[src/rtl/pending_encoder_8to3_pkg.sv]
// Shared sizes, FSM encoding and helpers for the 8-to-3 pending encoder.
package pending_encoder_8to3_pkg;

  localparam int N_REQ = 8;
  localparam int IDX_W = 3;

  typedef enum logic {
    IDLE    = 1'b0,
    PRESENT = 1'b1
  } state_e;

  function automatic logic [N_REQ-1:0] idx_to_onehot(input logic [IDX_W-1:0] idx);
    logic [N_REQ-1:0] oh;
    oh      = '0;
    oh[idx] = 1'b1;
    return oh;
  endfunction

endpackage

[src/rtl/priority_select_8to3.sv]
// Combinational circular priority selector: first set request scanning from
// an offset, upward, or downward from index 7-offset when reverse is set.
module priority_select_8to3
  import pending_encoder_8to3_pkg::*;
(
  input  logic [N_REQ-1:0] req,
  input  logic [IDX_W-1:0] offset,
  input  logic             reverse,
  output logic [IDX_W-1:0] idx,
  output logic             any
);

  logic [IDX_W-1:0] cand;

  // NOTE: every combinational output gets a default before the loop so no
  // path leaves it unassigned, which would otherwise infer a latch.
  always_comb begin
    idx  = '0;
    cand = '0;
    any  = |req;
    // Scan from the farthest candidate back to the nearest so the nearest hit
    // is the one left standing; the 3-bit add wraps 7 -> 0 for free.
    for (int k = N_REQ - 1; k >= 0; k--) begin
      cand = offset + IDX_W'(k);
      if (reverse) cand = ~cand;
      if (req[cand]) idx = cand;
    end
  end

endmodule

[src/rtl/pending_encoder_8to3.sv]
// Captures request pulses into a pending register and presents them one at a
// time as a 3-bit index under a valid/ack handshake.
module pending_encoder_8to3
  import pending_encoder_8to3_pkg::*;
#(
  parameter bit ROUND_ROBIN = 1'b0
) (
  input  logic             clk,
  input  logic             rst,
  input  logic             E,
  input  logic [N_REQ-1:0] D,
  input  logic             ack,
  output logic [IDX_W-1:0] Y,
  output logic             V,
  output logic [N_REQ-1:0] pending
);

  state_e           state_q, state_d;
  logic [N_REQ-1:0] pending_q, pending_d;
  logic [IDX_W-1:0] y_q, y_d;
  logic [IDX_W-1:0] rr_ptr_q, rr_ptr_d;

  logic             accept;
  logic [N_REQ-1:0] set, clr;
  logic [IDX_W-1:0] sel_offset, sel_idx;
  logic             sel_any;

  always_comb begin
    accept    = (state_q == PRESENT) && ack;
    set       = E ? D : '0;
    clr       = accept ? idx_to_onehot(y_q) : '0;
    // Set is OR'ed in after the clear so a re-request during its own ack sticks.
    pending_d = (pending_q & ~clr) | set;
    rr_ptr_d  = accept ? y_q : rr_ptr_q;
    // The scan already sees this cycle's grant, so back-to-back acks rotate.
    sel_offset = ROUND_ROBIN ? IDX_W'(rr_ptr_d + IDX_W'(1)) : '0;
  end

  priority_select_8to3 u_select (
    .req     (pending_d),
    .offset  (sel_offset),
    .reverse (!ROUND_ROBIN),
    .idx     (sel_idx),
    .any     (sel_any)
  );

  always_comb begin
    state_d = state_q;
    y_d     = y_q;
    unique case (state_q)
      IDLE: begin
        if (sel_any) begin
          state_d = PRESENT;
          y_d     = sel_idx;
        end
      end
      PRESENT: begin
        if (accept) begin
          if (sel_any) y_d = sel_idx;
          else         state_d = IDLE;
        end
      end
      default: state_d = IDLE;
    endcase
  end

  // NOTE: state flops use non-blocking assignments so every register samples
  // the pre-edge values regardless of statement order.
  always_ff @(posedge clk or posedge rst) begin
    if (rst) begin
      state_q   <= IDLE;
      pending_q <= '0;
      y_q       <= '0;
      rr_ptr_q  <= IDX_W'(N_REQ - 1);
    end else begin
      state_q   <= state_d;
      pending_q <= pending_d;
      y_q       <= y_d;
      rr_ptr_q  <= rr_ptr_d;
    end
  end

  assign Y       = y_q;
  assign V       = (state_q == PRESENT);
  assign pending = pending_q;

endmodule
[config.mk]
export PLATFORM = sky130hd
export DESIGN_NAME = pending_encoder_8to3
export DESIGN_NICKNAME = d
export VERILOG_FILES = /design/src/rtl/pending_encoder_8to3_pkg.sv /design/src/rtl/priority_select_8to3.sv /design/src/rtl/pending_encoder_8to3.sv
export SDC_FILE = /design/constraint.sdc
export NUM_CORES = 1
export LEC_CHECK = 0
export ABC_AREA = 1
export ABC_CLOCK_PERIOD_IN_PS = 1320
export CAP_MARGIN = 15
export CELL_PAD_IN_SITES_DETAIL_PLACEMENT = 0
export CELL_PAD_IN_SITES_GLOBAL_PLACEMENT = 1
export CORE_ASPECT_RATIO = 0.75
export CORE_MARGIN = 5
export CORE_UTILIZATION = 27
export DETAILED_ROUTE_END_ITERATION = 8
export PLACE_DENSITY = 0.82
export SLEW_MARGIN = 25
export SYNTH_ARGS = -nofsm -noshare
export SYNTH_HDL_FRONTEND = slang
export SYNTH_SLANG_ARGS = --single-unit
[constraint.sdc]
create_clock -name clk -period 1.32 [get_ports clk]
set_input_delay 0.264 -clock clk [delete_from_list [all_inputs] [get_ports clk]]
set_output_delay 0.264 -clock clk [all_outputs]
set_load 0.02 [all_outputs]
=== Yosys cells after proc, flatten, opt, wreduce, memory -nomap -nowiden ===
Index checks and enable logic that the tools add are counted.

* Reductions and logical operators: 3
* Eq/ne operators: 1
* Multiply operators: 0
* Bitwise operators: 4
* $lt $le $gt $ge: 2
* Div/mod/pow operators: 0
* Shifts and indexed selects: 0
* $add $sub $neg: 0
* Mux-type cells: 17

{| class="wikitable"
|+ Operators by type and width
! operator !! number
|-
| $mux 3 || 6
|-
| $mux 8 || 2
|-
| $and 8x8->8 || 1
|-
| $not 8->8 || 1
|-
| $or 8x8->8 || 1
|-
| $reduce_or 8->1 || 1
|-
| $pmux 3 s2 || 1
|-
| $lt 3x4->1 const B || 1
|-
| $mux 1 || 4
|-
| $mux 2 || 2
|-
| $demux 1 s3 || 1
|-
| $ge 3x1->1 const B || 1
|-
| $logic_and 1x1->1 || 2
|-
| $ne 2x1->1 const B || 1
|-
| $pmux 1 s2 || 1
|-
| $not 1->1 || 1
|}

* Word-level logic and storage cells: 30
* Memories kept: 0
* Latch bits: 0
* Output and inout port bits: 12
* Memory bits (read-only): 0
* Memory bits (writable): 0
* Input bits: 12
* Flip-flop bits (word level): 12

=== Logic depth before layout (Yosys ltp) ===
* Word-level depth: 18
* Depth in mapped cells: 14
* Mapped depth without buffers: 14

=== Modules after synthesis ===
From an unflattened synthesis, not the netlist that was laid out.

* Cells, all modules: 216
* Area, all modules: 1,325.0 um^2

{| class="wikitable"
|+ By module, submodules not included
! module !! seq. area each (um^2) !! area an instance (um^2) !! cells an instance !! instances
|-
| priority_select_8to3 || 0.0 || 784.5 || 142 || 1
|-
| pending_encoder_8to3 || 300.3 || 540.5 || 74 || 1
|}

=== Worst setup path before layout ===
Ideal clock, no wire load.

* Path kind: register -> register
* From: reg y_q[0] (netlist: Y[0])
* To: reg y_q[0] (netlist: Y[0])
* Data required time: 1.204 ns
* Arrival time: 1.329 ns
* Setup time: 0.116 ns
* Setup slack: -0.126 ns
* Stages on the path, launching flop included: 10
* Clock period less this slack: 1.446 ns
* Buffers on the path: 0
* Path through: dfrtp_1 nand3_1 o21ai_1 nand2_2 nor2_4 nand2_4 nor2_4 nor2_2 nand2_1 nand2_1

* Elaborated cells on any way between the ends: 20
* Those cells by class: order compare (2); mux (13); bitwise (3); reduce/logical (2)

{| class="wikitable"
|+ RTL lines
! element !! RTL line !! source
|-
| start: declaration || pending_encoder_8to3.sv:20 || <nowiki>logic [IDX_W-1:0] y_q, y_d;</nowiki>
|-
| start signal: assignment || pending_encoder_8to3.sv:78 || <nowiki>y_q <= y_d;</nowiki>
|-
| $lt 3x4->1 (implied by the code) / $ge 3x1->1 (equally long branches) || pending_encoder_8to3_pkg.sv:15 || <nowiki>oh[idx] = 1'b1;</nowiki>
|-
| $logic_and 1x1->1 (implied by the code) || pending_encoder_8to3_pkg.sv:15 ||
|-
| $mux 1 (implied by the code) || pending_encoder_8to3_pkg.sv:15 ||
|-
| $demux 1 s3 (*) || pending_encoder_8to3_pkg.sv:15 ||
|-
| $mux 8 (*) || pending_encoder_8to3.sv:31 || <nowiki>clr = accept ? idx_to_onehot(y_q) : '0;</nowiki>
|-
| $not 8->8 (*) || pending_encoder_8to3.sv:33 || <nowiki>pending_d = (pending_q & ~clr) | set;</nowiki>
|-
| $and 8x8->8 (*) || pending_encoder_8to3.sv:33 ||
|-
| $or 8x8->8 (*) || pending_encoder_8to3.sv:33 ||
|-
| via pending_d[7] || pending_encoder_8to3.sv:19 || <nowiki>logic [N_REQ-1:0] pending_q, pending_d;</nowiki>
|-
| $reduce_or 8->1 / $mux 3 (equally long branches) || priority_select_8to3.sv:20, priority_select_8to3.sv:26 ||
|-
| $mux 3 (*) || pending_encoder_8to3.sv:52, pending_encoder_8to3.sv:59 ||
|-
| $mux 3 || pending_encoder_8to3.sv:58 || <nowiki>if (accept) begin</nowiki>
|-
| $pmux 3 s2 (*) || pending_encoder_8to3.sv:50 || <nowiki>unique case (state_q)</nowiki>
|}

The timed path passes the listed nets; every way through them passes the cells marked *. The select of a mux whose other input is x is not followed.
A chain may end at the register's enable or synchronous reset.

=== Worst setup path after layout ===
* From: reg y_q[0] (netlist: Y[0])
* To: reg y_q[1] (netlist: Y[1])

* Elaborated cells on any way between the ends: 19
* Those cells by class: order compare (2); mux (12); bitwise (3); reduce/logical (2)

{| class="wikitable"
|+ RTL lines
! element !! RTL line !! source
|-
| $lt 3x4->1 (implied by the code) / $ge 3x1->1 (equally long branches) || pending_encoder_8to3_pkg.sv:15 ||
|-
| $logic_and 1x1->1 (implied by the code) || pending_encoder_8to3_pkg.sv:15 ||
|-
| $mux 1 (implied by the code) || pending_encoder_8to3_pkg.sv:15 ||
|-
| $demux 1 s3 (*) || pending_encoder_8to3_pkg.sv:15 ||
|-
| $mux 8 (*) || pending_encoder_8to3.sv:31 ||
|-
| $not 8->8 (*) || pending_encoder_8to3.sv:33 ||
|-
| $and 8x8->8 (*) || pending_encoder_8to3.sv:33 ||
|-
| $or 8x8->8 (*) || pending_encoder_8to3.sv:33 ||
|-
| via pending_d[4] || pending_encoder_8to3.sv:19 ||
|-
| $mux 3 (4 in a row) || priority_select_8to3.sv:26 || <nowiki>if (req[cand]) idx = cand;</nowiki>
|-
| $mux 3 (*) || pending_encoder_8to3.sv:52, pending_encoder_8to3.sv:59 ||
|-
| $mux 3 || pending_encoder_8to3.sv:58 ||
|-
| $pmux 3 s2 (*) || pending_encoder_8to3.sv:50 ||
|}

Marked as above.

==> results.py <==
metrics = {
    "run_status": {
        "status": "finished, violations left",
        "violations": "negative setup slack",
    },
    "power": {
        "p_seq_frac": 0.401,
        "p_leak_nw": 0.507,
        "internal_power_mw": 0.735,
        "sw_frac_of_total": 0.342,
        "vdd_ir_drop_max_mv": 0.267,
        "pwr_density_cell_nw_per_um2": 1060,
        "switching_power_mw": 0.381,
        "total_power_mw": 1.12,
        "clkPwrFrac": 0.263,
        "combPwrFrac": 0.336,
    },
    "timing": {
        "skew_ns": 0.000179,
        "worst_pin_slew_ns": 0.471,
        "finalSetupViolCount": 4,
        "clock.fmax_mhz": 689,
        "drv_slew": 0,
        "whs_ns": 0.299,
        "rsz0062_at_grt": "yes",
        "hold_viol": 0,
        "period_needed_ns": 1.45,
        "post-route-period-util": 1.10,
        "fin_ws_ns": -0.132,
        "relSlewSlack": 0.686,
    },
    "critical_path": {
        "cp-start-kind": "flop",
        "slowest_stage": "dfrtp_2",
        "r2r_setup_slack_ns": -0.13,
        "r2r-start": "Y[0]",
        "crit_type": "flop to flop",
        "cp_cell_sequence": "nor2_4 -> nand2_1 -> nand2_1 -> nand2_2 -> nor2_4 -> nand2_4 -> nor2_4 -> nor2_2 -> nand2_1 -> nand2_1",
        "cp-end-kind": "flop",
        "crit_required_ns": 1.49,
        "r2r_cells": 10,
        "cp_max_fo": 4,
        "timing.critical_path.mode_cell": "nand2_1",
        "cp.arrival_ns": 1.62,
        "cpPeakStageDelay_ns": 0.45,
        "r2r_end": "Y[1]",
        "endpoint": "Y[1]",
        "startpoint": "Y[0]",
    },
    "floorplan": {
        "io_pins": 24,
        "start_util": 0.275,
        "row_count": 16,
        "die_area_um2": 3710,
        "design.core.area_um2": 2540,
        "die_height_um": 54.0,
        "die_w_um": 68.7,
    },
    "synthesis": {
        "synthFlopType": "dfrtp_1",
        "synth_area_um2": 698,
        "ys_types": 15,
        "yosys_warnings": 0,
        "async_flop_share": 1.00,
        "syn-num-nets": 102,
        "syn_area_per_cell_um2": 7.76,
        "synth_edf_count": 0,
        "synth_seq_cells": 12,
        "synth_cells": 90,
        "yosysSeqAreaShare": 0.430,
    },
    "final_layout": {
        "final_cell_mix": "nand2_1, inv_1, clkdlybuf4s50_1, dlygate4sd2_1",
        "area_growth_pct": 50.5,
        "n_antenna_cell": 0,
        "drive_gt1_frac": 0.344,
        "final_common_cell": "nand2_1",
        "fin_nets": 135,
        "final_util": 0.413,
    },
    "routing": {
        "drt_wl_total_um": 1650,
        "first_pass_iters": 4,
        "wl_per_cell_um": 10.4,
        "vias": 650,
        "postRouteAntennaNets": 0,
        "via_per_inst": 4.11,
        "drc_errors": 0,
        "drt_iter0_drc": 22,
    },
    "flow_run": {
        "maxCapViolCount": 0,
    },
    "clock_network": {
        "cts.hold.buffers_added": 0,
        "htree_levels": 1,
        "cts.path.max_buffers": 2,
        "clk_pin_slew_ns": 0.07,
        "tritoncts": "built",
        "clock_sinks": 12,
        "cts_buffers": 3,
        "root_buffer": "clkbuf_4",
        "clock_latency_ns": 0.27,
    },
    "placement": {
        "gp_congestion": 0.804,
        "hpwl_um": 1350,
        "port_buffers": 23,
    },
    "global_route": {
        "antenna_found_initial": 0,
        "grt_max_degree": 13,
        "grtUsageTotal": 0.0929,
        "grt_pass1_wl_um": 2480,
        "grt_pass1_vias": 614,
        "globalRouteOverflowTotal": 0,
    },
    "worst_hold_path": {
        "hp-class": "input port to async pin",
    },
}
repair_timing:
action	in CTS	in global routing
resized for setup	18	8
setup buffers	0	1
pin swaps	2	10
setup endpoints to repair	16	8
endpoints found under the hold margin	0	0
routing by layer:
| metal | global-route usage | vias to the layer above | share of wire |
|---|---|---|---|
| li1 | - | 330 | - |
| met1 | 0.117 | 289 | 0.44 |
| met2 | 0.144 | 23 | 0.47 |
| met3 | 0.0271 | 8 | 0.058 |
| met4 | 0.0485 | 0 | 0.029 |
| met5 | 0 | - | 0 |
logic make-up after synthesis:
group / count (synthesis) / share of synthesized area
flip-flops: 12 / 0.430
AO/OA/AOI/OAI: 5 / 0.0627
AND/OR/NAND/NOR: 58 / 0.416
buffers and inverters: 15 / 0.0914
final cells by class:
type                            instances  area, um2
Clock buffer                            4       36.3
Timing Repair Buffer                   29        253
Multi-Input combinational cell         63        359
Tap cell                               36       45.0
Fill cell                             275       1490
Sequential cell                        12        305
Inverter                               14       52.6
cell usage after synthesis, types with 2 or more instances:
cell | number | area share
inv_2 | 3 | 0.016
nor2_4 | 3 | 0.048
nor2_1 | 3 | 0.016
nor2_2 | 3 | 0.027
nand2_1 | 40 | 0.22
o21ai_2 | 2 | 0.025
inv_1 | 11 | 0.059
o21ai_1 | 2 | 0.014
nand2_4 | 2 | 0.032
nand2_2 | 5 | 0.045
dfrtp_1 | 12 | 0.43
worst min path at each step:
stage | endpoint | slack [ns] | depth (start not counted) | from
4_1_cts | pending[0] | 0.32 | 2 | rst
2_1_floorplan | pending[0] | 0.13 | 1 | rst
3_3_place_gp | pending[0] | 0.49 | 2 | pending[0]
5_1_grt | pending[0] | 0.34 | 2 | rst
6_report | pending[0] | 0.30 | 2 | rst
3_5_place_dp | pending[0] | 0.51 | 2 | pending[0]
per-stage QoR:
step	setup slack, ns	instances	cell area (um2)	setup TNS, ns
4_1_cts	-0.125	157	1040	-0.341
3_3_place_gp	-0.545	153	1000	-2.78
2_1_floorplan	-0.0602	90	703	-0.128
3_5_place_dp	-0.572	153	1000	-2.95
6_report	-0.132	158	1050	-0.430
5_1_grt	-0.242	158	1050	-0.861
flip-flops by register name, indices dropped and copies added (netlist names):
signal / flops
Y: 3
V: 1
pending: 8
power groups by stage:
stage / Sequential, mW / Combinational [mW] / Clock (mW)
6_report: 0.448 / 0.375 / 0.294
3_3_place_gp: 0.453 / 0.401 / 0
5_1_grt: 0.455 / 0.413 / 0.325
4_1_cts: 0.448 / 0.380 / 0.296
2_1_floorplan: 0.508 / 0.165 / 0
3_5_place_dp: 0.454 / 0.406 / 0
critical path: cells and delay by family (launching register included):
family	cells	cell delay (ns)
AND/OR/NAND/NOR	10	0.90
flip-flops	1	0.45
Power figures use the tool's default switching activity.
